==> src/rtl/exp_1x1_pkg.sv <==
// Shared definitions for the expand-1x1 kernel write path: FSM encoding and
// counter widths used by exp_1x1_ker_wr_ctrl and exp_1x1_wr_addr_cnt.
package exp_1x1_pkg;

   localparam int EXP1_ADDR_W = 12;
   localparam int EXP1_LAYR_W = 7;

   typedef enum logic [1:0] {
      ST_IDLE = 2'd0,
      ST_LOAD = 2'd1,
      ST_DONE = 2'd2
   } exp1_state_e;

endpackage

==> src/rtl/exp_1x1_wr_addr_cnt.sv <==
// Address / slice / layer counters for the expand-1x1 kernel write sequencer.
// Limits are captured on clr; slice_tc and fire_tc flag the terminal beat.
module exp_1x1_wr_addr_cnt
   import exp_1x1_pkg::*;
(
   input  logic                   clk_i,
   input  logic                   rst_i,
   input  logic                   clr,
   input  logic                   adv,
   input  logic [EXP1_ADDR_W-1:0] fire_lim,
   input  logic [EXP1_LAYR_W-1:0] layr_lim,
   output logic [EXP1_ADDR_W-1:0] addr,
   output logic [EXP1_ADDR_W-1:0] layr_cnt,
   output logic                   slice_tc,
   output logic                   fire_tc
);

   logic [EXP1_ADDR_W-1:0] addr_r;
   logic [EXP1_LAYR_W-1:0] word_cnt_r;
   logic [EXP1_ADDR_W-1:0] layr_cnt_r;
   logic [EXP1_ADDR_W-1:0] fire_lim_r;
   logic [EXP1_LAYR_W-1:0] layr_lim_r;

   assign addr     = addr_r;
   assign layr_cnt = layr_cnt_r;
   assign slice_tc = (word_cnt_r == layr_lim_r);
   assign fire_tc  = (addr_r == fire_lim_r);

   // Counter state: cleared and limits captured on clr, stepped on each accepted beat.
   always_ff @(posedge clk_i) begin
      if (rst_i) begin
         addr_r     <= '0;
         word_cnt_r <= '0;
         layr_cnt_r <= '0;
         fire_lim_r <= '0;
         layr_lim_r <= '0;
      end else if (clr) begin
         addr_r     <= '0;
         word_cnt_r <= '0;
         layr_cnt_r <= '0;
         fire_lim_r <= fire_lim;
         layr_lim_r <= layr_lim;
      end else if (adv) begin
         addr_r <= addr_r + EXP1_ADDR_W'(1);
         if (slice_tc) begin
            word_cnt_r <= '0;
            layr_cnt_r <= layr_cnt_r + EXP1_ADDR_W'(1);
         end else begin
            word_cnt_r <= word_cnt_r + EXP1_LAYR_W'(1);
            layr_cnt_r <= layr_cnt_r;
         end
      end else begin
         addr_r     <= addr_r;
         word_cnt_r <= word_cnt_r;
         layr_cnt_r <= layr_cnt_r;
      end
   end

endmodule

==> src/rtl/exp_1x1_ker_wr_ctrl.sv <==
// Expand-1x1 kernel RAM write sequencer: streams loader words into linear RAM
// addresses and flags slice/fire completion. Optional EXP1_WR_ERR_CHK_EN adds a sticky protocol error flag.
module exp_1x1_ker_wr_ctrl
   import exp_1x1_pkg::*;
#(
   parameter int DATA_W = 64
) (
   input  logic                   clk_i,
   input  logic                   rst_i,
   input  logic                   start_i,
   input  logic                   exp_1x1_en_i,
   input  logic [EXP1_ADDR_W-1:0] tot_exp1_ker_addr_limit_i,
   input  logic [EXP1_LAYR_W-1:0] one_exp1_ker_addr_limit_i,
   input  logic [DATA_W-1:0]      ker_data_i,
   input  logic                   ker_valid_i,
   output logic                   ker_ready_o,
   output logic                   ker_wr_en_o,
   output logic [EXP1_ADDR_W-1:0] ker_wr_addr_o,
   output logic [DATA_W-1:0]      ker_wr_data_o,
   output logic [EXP1_ADDR_W-1:0] layr_cnt_o,
   output logic                   layr_done_o,
   output logic                   fire_done_o,
   output logic                   busy_o,
   output logic                   err_o
);

   exp1_state_e            state_r;
   logic                   beat_s;
   logic                   load_start_s;
   logic [EXP1_LAYR_W-1:0] layr_lim_s;
   logic [EXP1_ADDR_W-1:0] cnt_addr_s;
   logic                   slice_tc_s;
   logic                   fire_tc_s;

   // ker_ready_o is only high in LOAD, so it alone qualifies the handshake.
   assign beat_s       = ker_valid_i & ker_ready_o;
   assign load_start_s = start_i & exp_1x1_en_i & (state_r == ST_IDLE);
   // 7-bit wrap: a slice size of 0 means 128 words.
   assign layr_lim_s   = one_exp1_ker_addr_limit_i - EXP1_LAYR_W'(1);

   exp_1x1_wr_addr_cnt u_cnt (
      .clk_i    (clk_i),
      .rst_i    (rst_i),
      .clr      (load_start_s),
      .adv      (beat_s),
      .fire_lim (tot_exp1_ker_addr_limit_i),
      .layr_lim (layr_lim_s),
      .addr     (cnt_addr_s),
      .layr_cnt (layr_cnt_o),
      .slice_tc (slice_tc_s),
      .fire_tc  (fire_tc_s)
   );

   // Sequencer FSM with all handshake, write and status outputs registered.
   always_ff @(posedge clk_i) begin
      if (rst_i) begin
         state_r       <= ST_IDLE;
         ker_ready_o   <= 1'b0;
         ker_wr_en_o   <= 1'b0;
         ker_wr_addr_o <= '0;
         ker_wr_data_o <= '0;
         layr_done_o   <= 1'b0;
         fire_done_o   <= 1'b0;
         busy_o        <= 1'b0;
      end else begin
         ker_wr_en_o <= 1'b0;
         layr_done_o <= 1'b0;
         fire_done_o <= 1'b0;
         case (state_r)
            ST_IDLE: begin
               if (start_i && exp_1x1_en_i) begin
                  state_r     <= ST_LOAD;
                  ker_ready_o <= 1'b1;
                  busy_o      <= 1'b1;
               end else if (start_i) begin
                  // Path unused this layer: report completion without loading.
                  fire_done_o <= 1'b1;
               end else begin
                  state_r <= ST_IDLE;
               end
            end
            ST_LOAD: begin
               if (beat_s) begin
                  ker_wr_en_o   <= 1'b1;
                  ker_wr_addr_o <= cnt_addr_s;
                  ker_wr_data_o <= ker_data_i;
                  layr_done_o   <= slice_tc_s;
                  if (fire_tc_s) begin
                     state_r     <= ST_DONE;
                     ker_ready_o <= 1'b0;
                     fire_done_o <= 1'b1;
                  end else begin
                     state_r <= ST_LOAD;
                  end
               end else begin
                  state_r <= ST_LOAD;
               end
            end
            ST_DONE: begin
               state_r     <= ST_IDLE;
               ker_ready_o <= 1'b0;
               busy_o      <= 1'b0;
            end
            default: begin
               state_r     <= ST_IDLE;
               ker_ready_o <= 1'b0;
               busy_o      <= 1'b0;
            end
         endcase
      end
   end

`ifdef EXP1_WR_ERR_CHK_EN
   logic err_r;
   logic err_evt_s;

   assign err_evt_s = (ker_valid_i && (state_r == ST_IDLE || state_r == ST_DONE)) ||
                      (start_i && (state_r == ST_LOAD));
   assign err_o     = err_r;

   // Sticky protocol error, cleared only by reset.
   always_ff @(posedge clk_i) begin
      if (rst_i) begin
         err_r <= 1'b0;
      end else if (err_evt_s) begin
         err_r <= 1'b1;
      end else begin
         err_r <= err_r;
      end
   end
`else
   assign err_o = 1'b0;
`endif

endmodule

==> config.mk <==
export PLATFORM = sky130hd
export DESIGN_NAME = exp_1x1_ker_wr_ctrl
export DESIGN_NICKNAME = d
export VERILOG_FILES = /design/src/rtl/exp_1x1_pkg.sv /design/src/rtl/exp_1x1_wr_addr_cnt.sv /design/src/rtl/exp_1x1_ker_wr_ctrl.sv
export SDC_FILE = /design/constraint.sdc
export NUM_CORES = 1
export LEC_CHECK = 0
export ABC_AREA = 0
export BUFFER_PORTS_ARGS = -buffer_cell sky130_fd_sc_hd__buf_2
export CAP_MARGIN = 10
export CORE_UTILIZATION = 49
export CTS_CLUSTER_SIZE = 12
export DETAILED_ROUTE_END_ITERATION = 7
export GPL_ROUTABILITY_DRIVEN = 1
export PLACE_DENSITY = 0.76
export SYNTH_ARGS = -nofsm -noshare
export SYNTH_HDL_FRONTEND = slang
export SYNTH_SLANG_ARGS = --single-unit
export TNS_END_PERCENT = 100
==> constraint.sdc <==
create_clock -name clk_i -period 1.95 [get_ports clk_i]
set_input_delay 0.0975 -clock clk_i [delete_from_list [all_inputs] [get_ports clk_i]]
set_output_delay 0.0975 -clock clk_i [all_outputs]
set_load 0.03 [all_outputs]
# == Yosys cells after proc, flatten, opt, wreduce, memory -nomap -nowiden ==
# Cells that the tools add are included.
# totals
regBits,133
input_bits,88
# op_classes
n_mux,17
add_sub_neg,4
n_bitwise,5
eq_ne,7
reduce_logical,9
# ops
operator,n
12-bit by 1-bit adder with 12-bit output (second input constant),2
12-bit equality test,1
1-bit 2-to-1 mux,8
2-bit 2-to-1 mux,4
7-bit by 1-bit adder with 7-bit output (second input constant),1
7-bit equality test,1
7-bit 2-to-1 mux,1
7-bit by 1-bit subtractor with 7-bit output (second input constant),1
1-bit case mux with 2 select lines,3
2-bit AND reduction,3
2-bit != test (second input constant),2
2-bit case mux with 2 select lines,1
2-bit OR reduction,2
1-bit bitwise AND,3
3-bit by 2-bit != test with 1-bit output (second input constant),1
3-bit AND reduction,1
3-bit OR reduction,1
2-bit by 1-bit equality test with 1-bit output (second input constant),1
2-bit zero test,1
2-bit by 1-bit != test with 1-bit output (second input constant),1
1-bit NOT,2
1-bit logical AND,1

# == Longest topological paths before layout ==
# depth
ltp_word,4
ltp_mapped,8
depth_no_buf,6

# == Cells and area by module ==
# A second synthesis with hierarchy kept.
# hier_totals
hier_cells,625
hier_area_um2,5270.1
# modules_own_cells
module,instances,cells_per_inst,area_each_um2,seq_area_each_um2
exp_1x1_ker_wr_ctrl,1,374,2980.4,1661.6
exp_1x1_wr_addr_cnt,1,251,2289.7,1001.0

# == Worst setup path after synthesis ==
# Ideal clock, no wire load.
# synth_path
path_type,register -> register
from,register ker_ready_o
to,register ker_wr_addr_o[2]
path_slack_ps,153
path_stages_with_launch,9
t_arrival_ps,1726
n_path_buf,3
setup_time_ps,70
path_cell_list,dfxtp_1 -> and2_1 -> clkbuf_1 -> nand2_1 -> nor2_1 -> buf_2 -> buf_1 -> nand2_1 -> a21oi_1
# synth_via
elab_chain_len,2
# synth_rtl
element,line,source
start: declaration,exp_1x1_ker_wr_ctrl.sv:16,"output logic ker_ready_o,"
start signal: assignment,exp_1x1_ker_wr_ctrl.sv:58,ker_ready_o <= 1'b0;
start signal: assignment,exp_1x1_ker_wr_ctrl.sv:73,ker_ready_o <= 1'b1;
start signal: assignment,exp_1x1_ker_wr_ctrl.sv:90,ker_ready_o <= 1'b0;
1-bit bitwise AND,exp_1x1_ker_wr_ctrl.sv:36,assign beat_s = ker_valid_i & ker_ready_o;
2-bit AND reduction (no source line),-,
end signal: assignment,exp_1x1_ker_wr_ctrl.sv:85,ker_wr_addr_o <= cnt_addr_s;
end: declaration,exp_1x1_ker_wr_ctrl.sv:18,"output logic [EXP1_ADDR_W-1:0] ker_wr_addr_o,"
# No other way between the ends.
# A chain may end at the register's enable or synchronous reset.

# == Worst setup path after layout ==
# layout_path
from,register u_cnt.word_cnt_r[3]
to,register u_cnt.layr_cnt_r[5] (netlist: u_cnt.layr_cnt[5])
# layout_via
elab_chain_len,2
# layout_rtl
element,line,source
start: declaration,exp_1x1_wr_addr_cnt.sv:19,logic [EXP1_LAYR_W-1:0] word_cnt_r;
start signal: assignment,exp_1x1_wr_addr_cnt.sv:49,word_cnt_r <= word_cnt_r + EXP1_LAYR_W'(1);
start signal: assignment,exp_1x1_wr_addr_cnt.sv:54,word_cnt_r <= word_cnt_r;
7-bit equality test,exp_1x1_wr_addr_cnt.sv:26,assign slice_tc = (word_cnt_r == layr_lim_r);
2-bit AND reduction (no source line),-,
end signal: assignment,exp_1x1_wr_addr_cnt.sv:47,layr_cnt_r <= layr_cnt_r + EXP1_ADDR_W'(1);
end signal: assignment,exp_1x1_wr_addr_cnt.sv:50,layr_cnt_r <= layr_cnt_r;
end signal: assignment,exp_1x1_wr_addr_cnt.sv:55,layr_cnt_r <= layr_cnt_r;
end: declaration,exp_1x1_wr_addr_cnt.sv:20,logic [EXP1_ADDR_W-1:0] layr_cnt_r;
# No other way between the ends.

==> flow_summary.toml <==
[critical_path]
path_delay_family = "simple AND/OR/NAND/NOR gates"
critical-path-slowest-cell = "sky130_fd_sc_hd__or4_1"
cp.arrival_ns = 2.39
critical_path_peak_fanout = 6
crit_path_start_kind = "register"
critPathKind = "reg -> reg"
critical_path_origin = "u_cnt.word_cnt_r[3]$_SDFFE_PP0N_"
endpoint = "u_cnt.layr_cnt[5]$_SDFFE_PP0P_"
r2r_cells = 7
reg2reg_setup_slack_ns = -0.007
slowest_delay_ns = 0.47
crit_path_cell_trace = "xor2_1 -> nor4_2 -> buf_4 -> nand3_4 -> buf_6 -> or4_1 -> a21oi_1"
worst-endpoint-required_ns = 2.38
cp_num_cells = 7
number_of_buffers_and_inverters_on_the_critical_path = 2
rr_startpoint = "u_cnt.word_cnt_r[3]$_SDFFE_PP0N_"
kind_of_end_point_of_the_critical_path = "register"
r2r_end = "u_cnt.layr_cnt[5]$_SDFFE_PP0P_"

[floorplan]
starting_density_of_the_core_pct = 51.4
num_io_pins = 182
die_width_um = 104
floorplan.die_area_um2 = 10800
chipHeight_um = 104
floorplan.rows = 36
area_of_the_core_um2 = 9910

[clock_network]
htree_levels = 4
cts_tree = "yes"
cts_num_sinks = 133
path_clk_slew_ns = 0.06
clock_tree.root_cell = "sky130_fd_sc_hd__clkbuf_8"
clock_path_buffers = 2
clk_latency_ns = 0.50
tritoncts.num_buffers = 17

[synth]
syn_area_um2 = 5090
yosys-top-cells-count = "sky130_fd_sc_hd__nand2_1 (194), sky130_fd_sc_hd__dfxtp_1 (133), sky130_fd_sc_hd__a21oi_1 (101)"
postSynth.asyncResetShare_pct = 0
synth_cell_types = 33
yosys.area.top_type = "sky130_fd_sc_hd__dfxtp_1"
synth_most_common_cell = "sky130_fd_sc_hd__nand2_1"
ys_ff_latch = 133
yosys_warnings = 0
synth_nets = 719
yosys.area.top_type_share_pct = 52.3
postSynthAreaPerCell_um2 = 8.12
ys.flop_type = "sky130_fd_sc_hd__dfxtp_1"
synth_top_cells_by_area = "sky130_fd_sc_hd__dfxtp_1 (52%), sky130_fd_sc_hd__nand2_1 (14%), sky130_fd_sc_hd__a21oi_1 (9.9%), sky130_fd_sc_hd__xnor2_1 (3.6%), sky130_fd_sc_hd__xor2_1 (3.6%)"
synth_sequential_area_ratio_pct = 52.3
synth-edff-count = 0
synthCells = 627

[cells_and_area]
antenna_diode_count = 0
area_taken_by_multi_input_logic_gates_um2 = 2300
syn2layout_area_growth_pct = 50.0
register_area_um2 = 2670
final_net_count = 986
final_core_utilization_pct = 77.1
layout-drive-gt1-share_pct = 26.7
fillCellCount = 673

[sta]
timing.final.hold_violations = 0
unrepaired_setup_endpoints_after_global_routing = "true"
slew-limit-headroom_pct = 63.4
period_minus_slack_ns = 1.96
timing.final.crit_share_pct = 100
slew_of_the_pin_with_the_lowest_slew_margin_ns = 0.548
fmax_mhz = 511
final_max_slew_viol_count = 0
final.setup_skew_ns = 0.0115
postLayoutSetupSlackWorst_ns = -0.00684
setup_viol = 2

[power_and_ir_drop]
post-layout-total-power_mw = 6.26
vdd.ir_drop.worst_v = 0.000501
p_leak_nw = 3.23
power.density_nw_per_um2 = 819

[outcome]
violations = "negative setup slack"
result_of_the_run = "finished, violations left"

[place]
dp.final_hpwl_mm = 9.08
gp_routability_congestion = 0.838
port_buffers = 180

[global_routing]
grt_pass1_wl_mm = 24.7
globalRoute.totalOverflow = 0
grt.total_usage_pct = 28.1
antenna_found_initial = 0
grt_max_degree = 51
via_count_of_the_first_global_routing_pass = 5389

[run]
maxCapViolCount = 0

[detailed_routing]
vias = 5406
detail_route.wl_per_cell_um = 14.7
drt-total-wl_mm = 15.2
antenna_violating_nets_post_route = 0
route.detailed.vias_per_inst = 5.20
detail_route.first_pass.iterations = 8
detailed_route_iter0_violations = 275
remaining_design_rule_violation_count = 0

[worst_hold_path]
holdCritPathClass = "in -> reg"
cell_depth_of_the_worst_min_delay_path = 2
==> worst min-delay path by stage <==
| stage | from | to | slack, ns |
|---|---|---|---|
| 3_5_place_dp | one_exp1_ker_addr_limit_i[0] | u_cnt.layr_lim_r[0]$_SDFFE_PP0P_ | 0.32 |
| 6_report | rst_i | ker_wr_addr_o[11]$_SDFFE_PP0P_ | 0.10 |
| 2_1_floorplan | one_exp1_ker_addr_limit_i[0] | u_cnt.layr_lim_r[0]$_SDFFE_PP0P_ | 0.19 |
| 4_1_cts | rst_i | ker_wr_addr_o[10]$_SDFFE_PP0P_ | 0.07 |
| 5_1_grt | rst_i | ker_wr_addr_o[7]$_SDFFE_PP0P_ | 0.10 |
| 3_3_place_gp | one_exp1_ker_addr_limit_i[0] | u_cnt.layr_lim_r[0]$_SDFFE_PP0P_ | 0.32 |
==> per-layer routing <==
| layer | part of all wire (%) | global-route usage [%] |
|---|---|---|
| met1 | 41 | 32.0 |
| met2 | 50 | 49.7 |
| met3 | 5.5 | 5.83 |
| met4 | 3.1 | 13.9 |
| met5 | 0 | 0 |
==> registers in the layout, summed over array words and instances, names as in the netlist <==
name	flops
ker_wr_data_o	64
ker_wr_addr_o	12
u_cnt.addr	12
u_cnt.fire_lim_r	12
u_cnt.layr_cnt	12
u_cnt.layr_lim_r	7
u_cnt.word_cnt_r	7
state_r	2
busy_o	1
fire_done_o	1
ker_ready_o	1
ker_wr_en_o	1
layr_done_o	1
==> final cells by class <==
| class | count | share of cell area (%) |
|---|---|---|
| multi-input cells | 451 | 30.1 |
| well taps | 133 | 2.18 |
| repair buffers | 288 | 25.5 |
| inverters | 3 | 0.147 |
| clock inverters | 9 | 1.02 |
| clock buffers | 23 | 6.11 |
| flip-flops and latches | 133 | 34.9 |
==> logic make-up after synthesis <==
logic type | share of synthesized area [%]
other | 0.0736
multiplexers | 0.197
AND/OR/NAND/NOR | 23.1
XOR/XNOR | 7.22
flip-flops | 52.3
adder cells (fa/ha/maj) | 0.983
AO/OA/AOI/OAI | 12.8
buffers and inverters | 3.29
==> through the flow <==
step | TNS (ns) | hold slack [ns] | cells | area, um2 | worst slack (ns)
global placement | 0 | 0.318 | 917 | 6160 | 0.139
CTS | 0 | 0.0743 | 1035 | 7570 | 0.0183
finish | -0.00822 | 0.102 | 1040 | 7640 | -0.00684
detailed placement | 0 | 0.317 | 917 | 6160 | 0.0493
floorplan | 0 | 0.193 | 627 | 5090 | 0.153
global route | -0.282 | 0.101 | 1040 | 7640 | -0.0680
==> report_power, final <==
group,switching [mW],internal [mW],leakage (nW),total [mW]
sequential,0.0324,2.76,1.08,2.80
combinational,0.270,0.290,1.89,0.560
clock,1.12,1.78,0.264,2.90
==> cell usage in the layout (no fill, tap or decap), types with 2 or more instances in the layout <==
master	instances
sky130_fd_sc_hd__dfxtp_1	131
sky130_fd_sc_hd__and2_1	2
sky130_fd_sc_hd__clkinv_2	5
sky130_fd_sc_hd__dfxtp_2	2
sky130_fd_sc_hd__nand2_1	194
sky130_fd_sc_hd__inv_1	3
sky130_fd_sc_hd__and3_1	4
sky130_fd_sc_hd__o21ai_0	7
sky130_fd_sc_hd__nand2b_1	2
sky130_fd_sc_hd__xor2_1	21
sky130_fd_sc_hd__buf_2	182
sky130_fd_sc_hd__clkinvlp_4	3
sky130_fd_sc_hd__nand3_1	10
sky130_fd_sc_hd__ha_1	4
sky130_fd_sc_hd__nor2_1	34
sky130_fd_sc_hd__buf_4	17
sky130_fd_sc_hd__a21oi_1	99
sky130_fd_sc_hd__buf_12	2
sky130_fd_sc_hd__xnor2_1	21
sky130_fd_sc_hd__a21oi_2	2
sky130_fd_sc_hd__clkbuf_1	3
sky130_fd_sc_hd__or3_1	6
sky130_fd_sc_hd__nor2b_1	2
sky130_fd_sc_hd__clkbuf_16	16
sky130_fd_sc_hd__o31ai_1	5
sky130_fd_sc_hd__clkbuf_8	4
sky130_fd_sc_hd__dlygate4sd3_1	86
sky130_fd_sc_hd__a211oi_1	7
sky130_fd_sc_hd__or4_1	4
sky130_fd_sc_hd__nand4_1	9
sky130_fd_sc_hd__nor3_1	4
==> what timing repair did <==
item | 4_1_cts | 5_1_grt
buffers inserted | 0 | 3
endpoints found under the setup margin | 0 | 8
hold buffers | 86 | 0
resized for setup | 0 | 10
endpoints found under the hold margin | 85 | 0
(Power assumes the default switching activity.)
